==> src/rtl/pipe_pkg.sv <==
// Shared types and constants for the memory pipeline stage.
package pipe_pkg;

  localparam int WORD_W          = 32;
  localparam int REG_W           = 5;
  localparam int CNT_W           = 8;
  localparam int DEFAULT_TIMEOUT = 16;

  typedef enum logic {
    RUN  = 1'b0,
    WAIT = 1'b1
  } memState_t;

  // An instruction needs the data memory if it loads or stores.
  function automatic logic isMemOp(input logic m2reg, input logic wmem);
    return m2reg | wmem;
  endfunction

endpackage

==> src/rtl/pipe_mem_fsm.sv <==
// RUN/WAIT controller with the access timeout counter and sticky error flag.
// TIMEOUT must lie in 2..255 so that TIMEOUT-1 fits the 8-bit counter.
module pipe_mem_fsm
  import pipe_pkg::*;
#(
  parameter int TIMEOUT = DEFAULT_TIMEOUT
) (
  input  logic clock,
  input  logic reset,
  input  logic i_memNext,
  input  logic i_ack,
  output logic o_wait,
  output logic o_stall,
  output logic o_advance,
  output logic o_ackTaken,
  output logic o_abortOnly,
  output logic o_memErr
);

  memState_t        r_state;
  memState_t        w_nextState;
  logic [CNT_W-1:0] r_waitCnt;
  logic             r_memErr;
  logic             w_inWait;
  logic             w_abort;

  assign w_inWait = (r_state == WAIT);
  assign w_abort  = w_inWait && (r_waitCnt == CNT_W'(TIMEOUT - 1));

  // State register; reset abandons any access in flight.
  always_ff @(posedge clock or posedge reset) begin
    if (reset) r_state <= RUN;
    else       r_state <= w_nextState;
  end

  // Leaving an access (ack or abort) re-evaluates the instruction entering EX/MEM.
  always_comb begin
    w_nextState = r_state;
    case (r_state)
      RUN:     w_nextState = i_memNext ? WAIT : RUN;
      WAIT:    if (i_ack || w_abort) w_nextState = i_memNext ? WAIT : RUN;
      default: w_nextState = RUN;
    endcase
  end

  // Stall/advance decode; an ack in the abort cycle takes precedence.
  always_comb begin
    o_wait      = w_inWait;
    o_ackTaken  = w_inWait & i_ack;
    o_abortOnly = w_abort & ~i_ack;
    o_stall     = w_inWait & ~i_ack & ~w_abort;
    o_advance   = ~w_inWait | i_ack | w_abort;
  end

  // Counts waiting cycles of the current access; clears whenever it ends.
  always_ff @(posedge clock or posedge reset) begin
    if (reset)                            r_waitCnt <= '0;
    else if (w_inWait && !(i_ack || w_abort)) r_waitCnt <= r_waitCnt + CNT_W'(1);
    else                                  r_waitCnt <= '0;
  end

  // Timeout flag stays set until the next reset.
  always_ff @(posedge clock or posedge reset) begin
    if (reset)            r_memErr <= 1'b0;
    else if (o_abortOnly) r_memErr <= 1'b1;
  end

  assign o_memErr = r_memErr;

endmodule

==> src/rtl/pipe_mem_stage.sv <==
// MEM stage: EX/MEM and MEM/WB registers around a stalling data-memory port.
module pipe_mem_stage
  import pipe_pkg::*;
#(
  parameter int TIMEOUT = DEFAULT_TIMEOUT
) (
  input  logic              clock,
  input  logic              reset,
  input  logic              ewreg,
  input  logic              em2reg,
  input  logic              ewmem,
  input  logic [WORD_W-1:0] ealu,
  input  logic [WORD_W-1:0] eb,
  input  logic [REG_W-1:0]  ern,
  output logic              mwreg,
  output logic              mm2reg,
  output logic [REG_W-1:0]  mrn,
  output logic [WORD_W-1:0] malu,
  output logic              mstall,
  output logic              dmem_req,
  output logic              dmem_we,
  output logic [WORD_W-1:0] dmem_addr,
  output logic [WORD_W-1:0] dmem_wdata,
  input  logic              dmem_ack,
  input  logic [WORD_W-1:0] dmem_rdata,
  output logic              wwreg,
  output logic              wm2reg,
  output logic [REG_W-1:0]  wrn,
  output logic [WORD_W-1:0] walu,
  output logic [WORD_W-1:0] wmo,
  output logic              mem_err
);

  logic              r_mWreg, r_mM2reg, r_mWmem;
  logic [WORD_W-1:0] r_mAlu, r_mB;
  logic [REG_W-1:0]  r_mRn;
  logic              r_wWreg, r_wM2reg;
  logic [REG_W-1:0]  r_wRn;
  logic [WORD_W-1:0] r_wAlu, r_wMo;

  logic w_memNext, w_wait, w_stall, w_advance, w_ackTaken, w_abortOnly, w_req;

  assign w_memNext = isMemOp(em2reg, ewmem);

  pipe_mem_fsm #(.TIMEOUT(TIMEOUT)) u_fsm (
    .clock       (clock),
    .reset       (reset),
    .i_memNext   (w_memNext),
    .i_ack       (dmem_ack),
    .o_wait      (w_wait),
    .o_stall     (w_stall),
    .o_advance   (w_advance),
    .o_ackTaken  (w_ackTaken),
    .o_abortOnly (w_abortOnly),
    .o_memErr    (mem_err)
  );

  // EX/MEM captures the EX stage unless an access is still outstanding.
  always_ff @(posedge clock or posedge reset) begin
    if (reset) begin
      r_mWreg  <= 1'b0;
      r_mM2reg <= 1'b0;
      r_mWmem  <= 1'b0;
      r_mAlu   <= '0;
      r_mB     <= '0;
      r_mRn    <= '0;
    end else if (w_advance) begin
      r_mWreg  <= ewreg;
      r_mM2reg <= em2reg;
      r_mWmem  <= ewmem;
      r_mAlu   <= ealu;
      r_mB     <= eb;
      r_mRn    <= ern;
    end
  end

  // MEM/WB takes the finished instruction, or a bubble while the access waits.
  always_ff @(posedge clock or posedge reset) begin
    if (reset) begin
      r_wWreg  <= 1'b0;
      r_wM2reg <= 1'b0;
      r_wRn    <= '0;
      r_wAlu   <= '0;
      r_wMo    <= '0;
    end else if (w_advance) begin
      r_wWreg  <= r_mWreg & ~w_abortOnly;
      r_wM2reg <= r_mM2reg;
      r_wRn    <= r_mRn;
      r_wAlu   <= r_mAlu;
      r_wMo    <= w_ackTaken ? dmem_rdata : '0;
    end else begin
      r_wWreg  <= 1'b0;
      r_wM2reg <= 1'b0;
      r_wRn    <= '0;
      r_wAlu   <= '0;
      r_wMo    <= '0;
    end
  end

  assign w_req      = w_wait & ~reset;
  assign dmem_req   = w_req;
  assign dmem_we    = w_req & r_mWmem;
  assign dmem_addr  = w_req ? r_mAlu : '0;
  assign dmem_wdata = w_req ? r_mB : '0;
  assign mstall     = w_stall & ~reset;

  assign mwreg  = r_mWreg;
  assign mm2reg = r_mM2reg;
  assign mrn    = r_mRn;
  assign malu   = r_mAlu;
  assign wwreg  = r_wWreg;
  assign wm2reg = r_wM2reg;
  assign wrn    = r_wRn;
  assign walu   = r_wAlu;
  assign wmo    = r_wMo;

endmodule

==> config.mk <==
export PLATFORM = sky130hd
export DESIGN_NAME = pipe_mem_stage
export DESIGN_NICKNAME = d
export VERILOG_FILES = /design/src/rtl/pipe_pkg.sv /design/src/rtl/pipe_mem_fsm.sv /design/src/rtl/pipe_mem_stage.sv
export SDC_FILE = /design/constraint.sdc
export NUM_CORES = 1
export LEC_CHECK = 0
export CAP_MARGIN = 40
export CORE_AREA = 4 4 125 127
export DETAILED_ROUTE_END_ITERATION = 10
export DIE_AREA = 0 0 129 131
export PLACE_DENSITY_LB_ADDON = 0.1
export REMOVE_ABC_BUFFERS = 1
export SYNTH_ARGS = -nofsm -noshare
export SYNTH_HDL_FRONTEND = slang
export SYNTH_SLANG_ARGS = --single-unit
==> constraint.sdc <==
create_clock -name clock -period 7.2 [get_ports clock]
set_input_delay 1.44 -clock clock [delete_from_list [all_inputs] [get_ports clock]]
set_output_delay 1.44 -clock clock [all_outputs]
set_load 0.02 [all_outputs]
# Word-level counts from Yosys, hierarchy flattened
# Index checks and enable logic that the tools add are counted.
dict set report totals {
  input_bits 107
  elab_cells 48
  ff_bits 153
}
dict set report op_classes {
  add_sub_neg 1
  mux 12
  eq_ne 1
  bitwise_logic 16
  reduce_logical 4
}
# operator n
set ops {}
lappend ops {{2-to-1 mux 32 bit} 5}
lappend ops {{adder 8 x 1 -> 8 bit (second input constant)} 1}
lappend ops {{AND 1 bit} 8}
lappend ops {{== test 8 x 4 -> 1 bit (second input constant)} 1}
lappend ops {{2-to-1 mux 8 bit} 1}
lappend ops {{2-to-1 mux 5 bit} 1}
lappend ops {{NOT 1 bit} 5}
lappend ops {{2-to-1 mux 1 bit} 4}
lappend ops {{OR 1 bit} 3}
lappend ops {{logical AND 1 bit} 2}
lappend ops {{case mux 1 bit (2 select lines)} 1}
lappend ops {{logical NOT 1 bit} 1}
lappend ops {{logical OR 1 bit} 1}

# Longest topological paths before layout
# Gate-level depths: netlist of the first run.
dict set report logic_depth {
  depth_word 6
  depth_mapped 6
}

# By module
# Synthesis of the first run repeated with hierarchy kept, for this count alone.
dict set report hier_totals {
  hier_cells 434
  area_unflattened_um2 6112.1
}
# module cells_each area_each_um2 n_inst seq_area_each_um2
set modules_own_cells {}
lappend modules_own_cells {pipe_mem_stage 388 5632.9 1 3578.4}
lappend modules_own_cells {pipe_mem_fsm 46 479.2 1 250.2}

# Least setup slack after synthesis of the first run
# Ideal clock, no wire load.
dict set report synth_timing {
  path_kind {input -> output}
  start {input reset}
  end {output dmem_addr[13]}
  path_stages 4
  n_path_buf 2
  t_arrival_ps 2289
  setup_slack_ps 3471
  t_required_ps 5760
  path_cell_list {nor2b_1 -> buf_1 -> clkbuf_1 -> and2_1}
}
dict set report synth_via {
  elab_chain_len 3
}
# element line_no
set synth_rtl {}
lappend synth_rtl {{start, declared} pipe_mem_stage.sv:8} ;# input logic reset,
lappend synth_rtl {{NOT 1 bit} pipe_mem_stage.sv:100} ;# assign w_req = w_wait & ~reset;
lappend synth_rtl {{AND 1 bit} pipe_mem_stage.sv:100}
lappend synth_rtl {{2-to-1 mux 32 bit} pipe_mem_stage.sv:103} ;# assign dmem_addr = w_req ? r_mAlu : '0;
lappend synth_rtl {{end, declared} pipe_mem_stage.sv:22} ;# output logic [WORD_W-1:0] dmem_addr,
# No other way between the ends.

# Worst setup path after layout of the first run
dict set report layout_timing {
  start {input dmem_ack}
  end {output mstall}
}
dict set report layout_via {
  elab_chain_len 4
}
# element line_no
set layout_rtl {}
lappend layout_rtl {{start, declared} pipe_mem_stage.sv:24} ;# input logic dmem_ack,
lappend layout_rtl {{NOT 1 bit} pipe_mem_fsm.sv:51} ;# o_stall = w_inWait & ~i_ack & ~w_abort;
lappend layout_rtl {{AND 1 bit (2 in a row)} pipe_mem_fsm.sv:51}
lappend layout_rtl {{AND 1 bit} pipe_mem_stage.sv:105} ;# assign mstall = w_stall & ~reset;
lappend layout_rtl {{end, declared} pipe_mem_stage.sv:19} ;# output logic mstall,
# No other way between the ends.

==> results of run 1 <==
## layer usage
layer | share of wire | track usage | vias up | wire (um)
met1 | 0.38 | 0.216 | 2105 | 5850
met5 | 0 | 0 | - | 0
li1 | - | - | 1984 | -
met2 | 0.54 | 0.323 | 164 | 8300
met3 | 0.068 | 0.0537 | 26 | 1050
met4 | 0.018 | 0.0673 | 0 | 272
## layout make-up
| type | count | area [um^2] |
|---|---|---|
| fillers | 1091 | 4920 |
| flip-flops and latches | 153 | 3830 |
| repair buffers | 290 | 2960 |
| multi-input cells | 243 | 1900 |
| clock buffers | 20 | 437 |
| well taps | 184 | 230 |
| clock inverters | 12 | 128 |
| inverters | 6 | 27.5 |
## logic make-up after synthesis
group | synth area share
compound gates | 0.0155
xor+xnor | 0.00149
fa+ha+maj | 0.00213
buf+inv | 0.0279
flops | 0.651
mux | 0.140
simple gates | 0.162
## synthesized netlist by cell type (all sizes together)
cell type / n / area share
a21oi: 5 / 0.0043
and2: 104 / 0.11
and3: 33 / 0.035
buf: 11 / 0.014
clkbuf: 15 / 0.010
dfrtp: 153 / 0.65
ha: 1 / 0.0021
inv: 6 / 0.0038
mux2: 73 / 0.14
nand2: 5 / 0.0032
nand3: 3 / 0.0026
nand4: 1 / 0.0011
nor2: 5 / 0.0032
nor2b: 1 / 0.0011
o211ai: 1 / 0.0013
o21ai: 3 / 0.0026
o311ai: 2 / 0.0060
o41ai: 1 / 0.0015
or3: 3 / 0.0032
or4b: 1 / 0.0023
xnor2: 1 / 0.0015
## state kept, by name (all words and copies together) (netlist names)
register and flops:
mrn 5, wrn 5, u_fsm.o_memErr 1, malu 32, mwreg 1, wm2reg 1
u_fsm.o_wait 1, u_fsm.r_waitCnt 8, wmo 32, mm2reg 1, r_mWmem 1, r_mB 32
walu 32, wwreg 1
## where the power goes
part,switching (mW),internal [mW]
Clock,0.334,0.508
Sequential,0.0451,0.936
Combinational,0.221,0.267
Total,0.601,1.71
## metrics by stage
stage	setup WS, ps	cells	hold slack [ps]	total power, mW
after floorplan	1640	402	472	1.21
after global placement	2010	872	456	1.47
after detailed placement	2090	875	461	1.49
after CTS	2110	907	475	2.34
after global routing	1940	908	505	2.41
final	2120	908	479	2.31
## critical path, cell delays in order
cell and delay, ps:
clkdlybuf4s50_1 900, inv_1 310, o311ai_4 230, nor2_1 150
clkdlybuf4s50_1 620
## path summary, 6_finish.rpt
check,endpoint,slack [ps],depth (start not counted)
setup / recovery,mstall,2120,5
max in group asynchronous,r_mB[6],4640,3
hold reg to reg,u_fsm.o_memErr,480,2
hold / removal,u_fsm.o_memErr,480,2
min in group asynchronous,wmo[11],1510,2
setup reg to reg,malu[28],4140,5
==> results_dict.tcl, run 1 <==
set metrics [dict create \
    dp_hpwl_mm 11.7 \
    timing.final.crit_share 0.706 \
    grt_use_total 0.184 \
    cts.sinks 153 \
    htreeDepth 4 \
    finalHoldViolCount 0 \
    pin_count 285 \
    die_area_um2 16900 \
    hold_class "reg -> reg" \
    pwr_density_cell_nw_per_um2 243 \
    ir_drop_v 0.000118 \
    clk_path_buf_depth 2 \
    cts_hold_buf 0 \
    tns_ps 0 \
    clock-skew-final_ps 5.11 \
    initialDrtViolationCount 203 \
    drcViolationCount 0 \
    start_util 0.408 \
    drive_above_1_share 0.155 \
    place_area_um2 8920 \
    grt_pass1_vias 4434 \
    root_buffer "clkbuf_16" \
    arrival_ps 3640 \
    grt_pass1_wl_mm 23.7 \
    final_nets 819 \
    grt_max_degree 73 \
    core_um2 14400 \
    drt-wirelength-per-cell_um 17.0 \
    num_antenna_cells 0 \
    rsz0062_at_grt "false" \
    path_class "in -> out" \
    seq_area_frac_synth 0.651 \
    clock_latency_ps 410 \
    required_ps 5760 \
    port_buffers 284 \
    synth_area_per_cell_um2 13.7 \
    syn_area_um2 5880 \
    fin_area_um2 9500 \
    endpoint_kind "output port" \
    period_minus_slack_ps 5080 \
    tritoncts "yes" \
    worstReg2RegStart "u_fsm.o_wait" \
    synthCells 428 \
    synth_warnings 0 \
    drtAntennaViolNets 0 \
    fin_util 0.659 \
    synth.ff_latch_count 153 \
    cts_buffers 17 \
    die_h_um 131 \
    vias_per_cell 4.71 \
    area_growth_pct 61.6 \
    first_pass_iters 4 \
    num_vias 4279 \
    maxCapViolations 0 \
    num_rows 44 \
    antenna_found_initial 0 \
    setup_viol 0 \
    slew_headroom 0.394 \
    status "finished clean" \
    drt_wl_total_mm 15.5 \
    slew_viol_final 0 \
    grt_overflow 0 \
    gp_congestion 0.781 \
    cts_resized 0 \
    dieWidth_um 129 \
    fmax_ghz 0.197 \
    layout_common_cells "clkdlybuf4s50_1 (284), dfrtp_1 (153), and2_1 (104)" \
    synth_cell_types 26 \
    min_from "u_fsm.o_memErr" \
    startpoint "dmem_ack" \
    crit_path_start_kind "primary input" \
    tightestPinTransition_ps 906 \
    postCtsSetupBuffers 0 \
    worst-path-max-fanout 34 \
    layout_commonest_cell "clkdlybuf4s50_1" \
    p_leak_nw 4.10 \
    clk_pin_slew_ps 60 \
]
Note: power is estimated with default switching activity, not from simulation.
==> run 2: changes to the inputs <==
==> constraint.sdc (replaced) <==
create_clock -name clock -period 5.32 [get_ports clock]
set_input_delay 1.064 -clock clock [delete_from_list [all_inputs] [get_ports clock]]
set_output_delay 1.064 -clock clock [all_outputs]
set_load 0.02 [all_outputs]
==> results_dict.tcl, run 2 (synthesis gave the netlist of run 1 again) <==
set metrics [dict create \
    status "finished clean" \
    power_mw 3.19 \
    setup_viol 0 \
    reg2reg_setup_slack_ps 2330 \
    fin_hold_ws_ps 473 \
    swShare 0.253 \
    die_area_um2 16900 \
    antenna_found_initial 0 \
    pwr_density_cell_nw_per_um2 335 \
    slew_headroom 0.567 \
    htreeDepth 4 \
    multiInputGateArea_um2 1900 \
    crit_chain "clkdlybuf4s50_1 -> nor2b_4 -> buf_4 -> and2_1 -> clkdlybuf4s50_1" \
    rsz0062_at_grt "false" \
    first_pass_iters 6 \
    layout_common_cells "clkdlybuf4s50_1 (284), dfrtp_1 (153), and2_1 (104)" \
    vias_per_cell 4.65 \
    postCtsSetupBuffers 0 \
    drtAntennaViolNets 0 \
    seq_area_um2 3830 \
    maxCapViolations 0 \
    clock-skew-final_ps 5.15 \
    timing.final.crit_share 0.775 \
    p_int_mw 2.39 \
    required_ps 4260 \
    ir_drop_v 0.000227 \
    crit_top_cell "clkdlybuf4s50_1" \
    fmax_ghz 0.242 \
    num_antenna_cells 0 \
    critical-path-max-stage-delay_ps 640 \
    tns_ps 0 \
    crit_slowest_cell "clkdlybuf4s50_1" \
    grt_use_total 0.184 \
    drt_wl_total_mm 15.4 \
    clock_latency_ps 410 \
    tightestPinTransition_ps 648 \
    start_util 0.408 \
    hold_class "reg -> reg" \
    grt_overflow 0 \
    area_growth_pct 62.3 \
    clk_pin_slew_ps 60 \
    grt_max_degree 77 \
    num_vias 4231 \
    cts_resized 0 \
    power_frac_seq 0.415 \
    instances_no_fill 910 \
    period_minus_slack_ps 4130 \
    initialDrtViolationCount 158 \
    worst_slack_ps 1190 \
    path_class "in -> out" \
    layout_commonest_cell "clkdlybuf4s50_1" \
    arrival_ps 3060 \
    dieWidth_um 129 \
    crit_path_start_kind "primary input" \
    gp_congestion 0.781 \
    clk_path_buf_depth 2 \
    cts.sinks 153 \
    slew_viol_final 0 \
    endpoint_kind "output port" \
    p_switching_uw 810 \
    grt_pass1_wl_mm 23.5 \
    tritoncts "yes" \
    comb_power_share 0.207 \
    fill_cells 1099 \
    dp_hpwl_mm 11.5 \
    die_h_um 131 \
    root_buffer "clkbuf_16" \
    port_buffers 284 \
    drcViolationCount 0 \
    grt_pass1_vias 4202 \
    cts_hold_buf 0 \
    pwr-share-clk 0.378 \
    num_rows 44 \
    drive_above_1_share 0.161 \
    drt-wirelength-per-cell_um 17.0 \
    dp.cells 879 \
    core_um2 14400 \
    dp_worst_setup_slack_ps 1170 \
    p_leak_nw 4.13 \
    worst-path-max-fanout 66 \
    pin_count 285 \
    final_nets 822 \
    finalHoldViolCount 0 \
    cts_buffers 17 \
]
==> run 2: cell types whose count changed in the layout (fill, tap and decap cells not counted) <==
| cell | before | now |
|---|---|---|
| buf_4 | 2 | 6 |
| clkbuf_1 | 3 | 0 |
| clkbuf_8 | 0 | 2 |
| buf_16 | 3 | 2 |
| bufinv_16 | 2 | 3 |
| clkinvlp_4 | 4 | 3 |
==> run 2: power groups by stage <==
stage | clock (mW) | combinational, mW | sequential, mW
2_1_floorplan | 0 | 0.217 | 1.43
3_3_place_gp | 0 | 0.655 | 1.34
3_5_place_dp | 0 | 0.670 | 1.35
4_1_cts | 1.24 | 0.672 | 1.33
5_1_grt | 1.29 | 0.703 | 1.34
6_report | 1.21 | 0.661 | 1.33
==> run 2: worst paths after layout <==
check,endpoint,startpoint,depth (start not counted)
setup reg to reg,r_mB[27],u_fsm.r_waitCnt[4],6
min in group asynchronous,wmo[5],reset,2
hold / removal,u_fsm.o_memErr,u_fsm.o_memErr,2
setup / recovery,dmem_wdata[26],reset,5
max in group asynchronous,u_fsm.r_waitCnt[5],reset,3
hold reg to reg,u_fsm.o_memErr,u_fsm.o_memErr,2
==> run 2: layout make-up <==
| cell class | count | area share |
|---|---|---|
| clock inverters | 12 | 0.0157 |
| multi-input cells | 243 | 0.199 |
| well taps | 184 | 0.0241 |
| repair buffers | 293 | 0.310 |
| clock buffers | 19 | 0.0475 |
| inverters | 6 | 0.00288 |
| flip-flops and latches | 153 | 0.401 |
==> run 2: per-stage QoR <==
step,util,instance area [um^2]
finish,0.662,9540
global route,0.662,9540
CTS,0.662,9540
detailed placement,0.620,8940
global placement,0.615,8870
floorplan,-,5740
==> run 2: worst max-delay path, delay by kind of cell <==
kind / cells / cell delay (ps)
buf+inv: 3 / 1630
simple gates: 2 / 350
==> run 2: layer usage <==
metal	part of all wire	up-vias	wire length (um)	global-route usage
met4	0.025	0	381	0.0766
met3	0.070	26	1080	0.0569
met2	0.52	169	8010	0.316
met1	0.39	2039	5970	0.214
met5	0	-	0	0
li1	-	1997	-	-
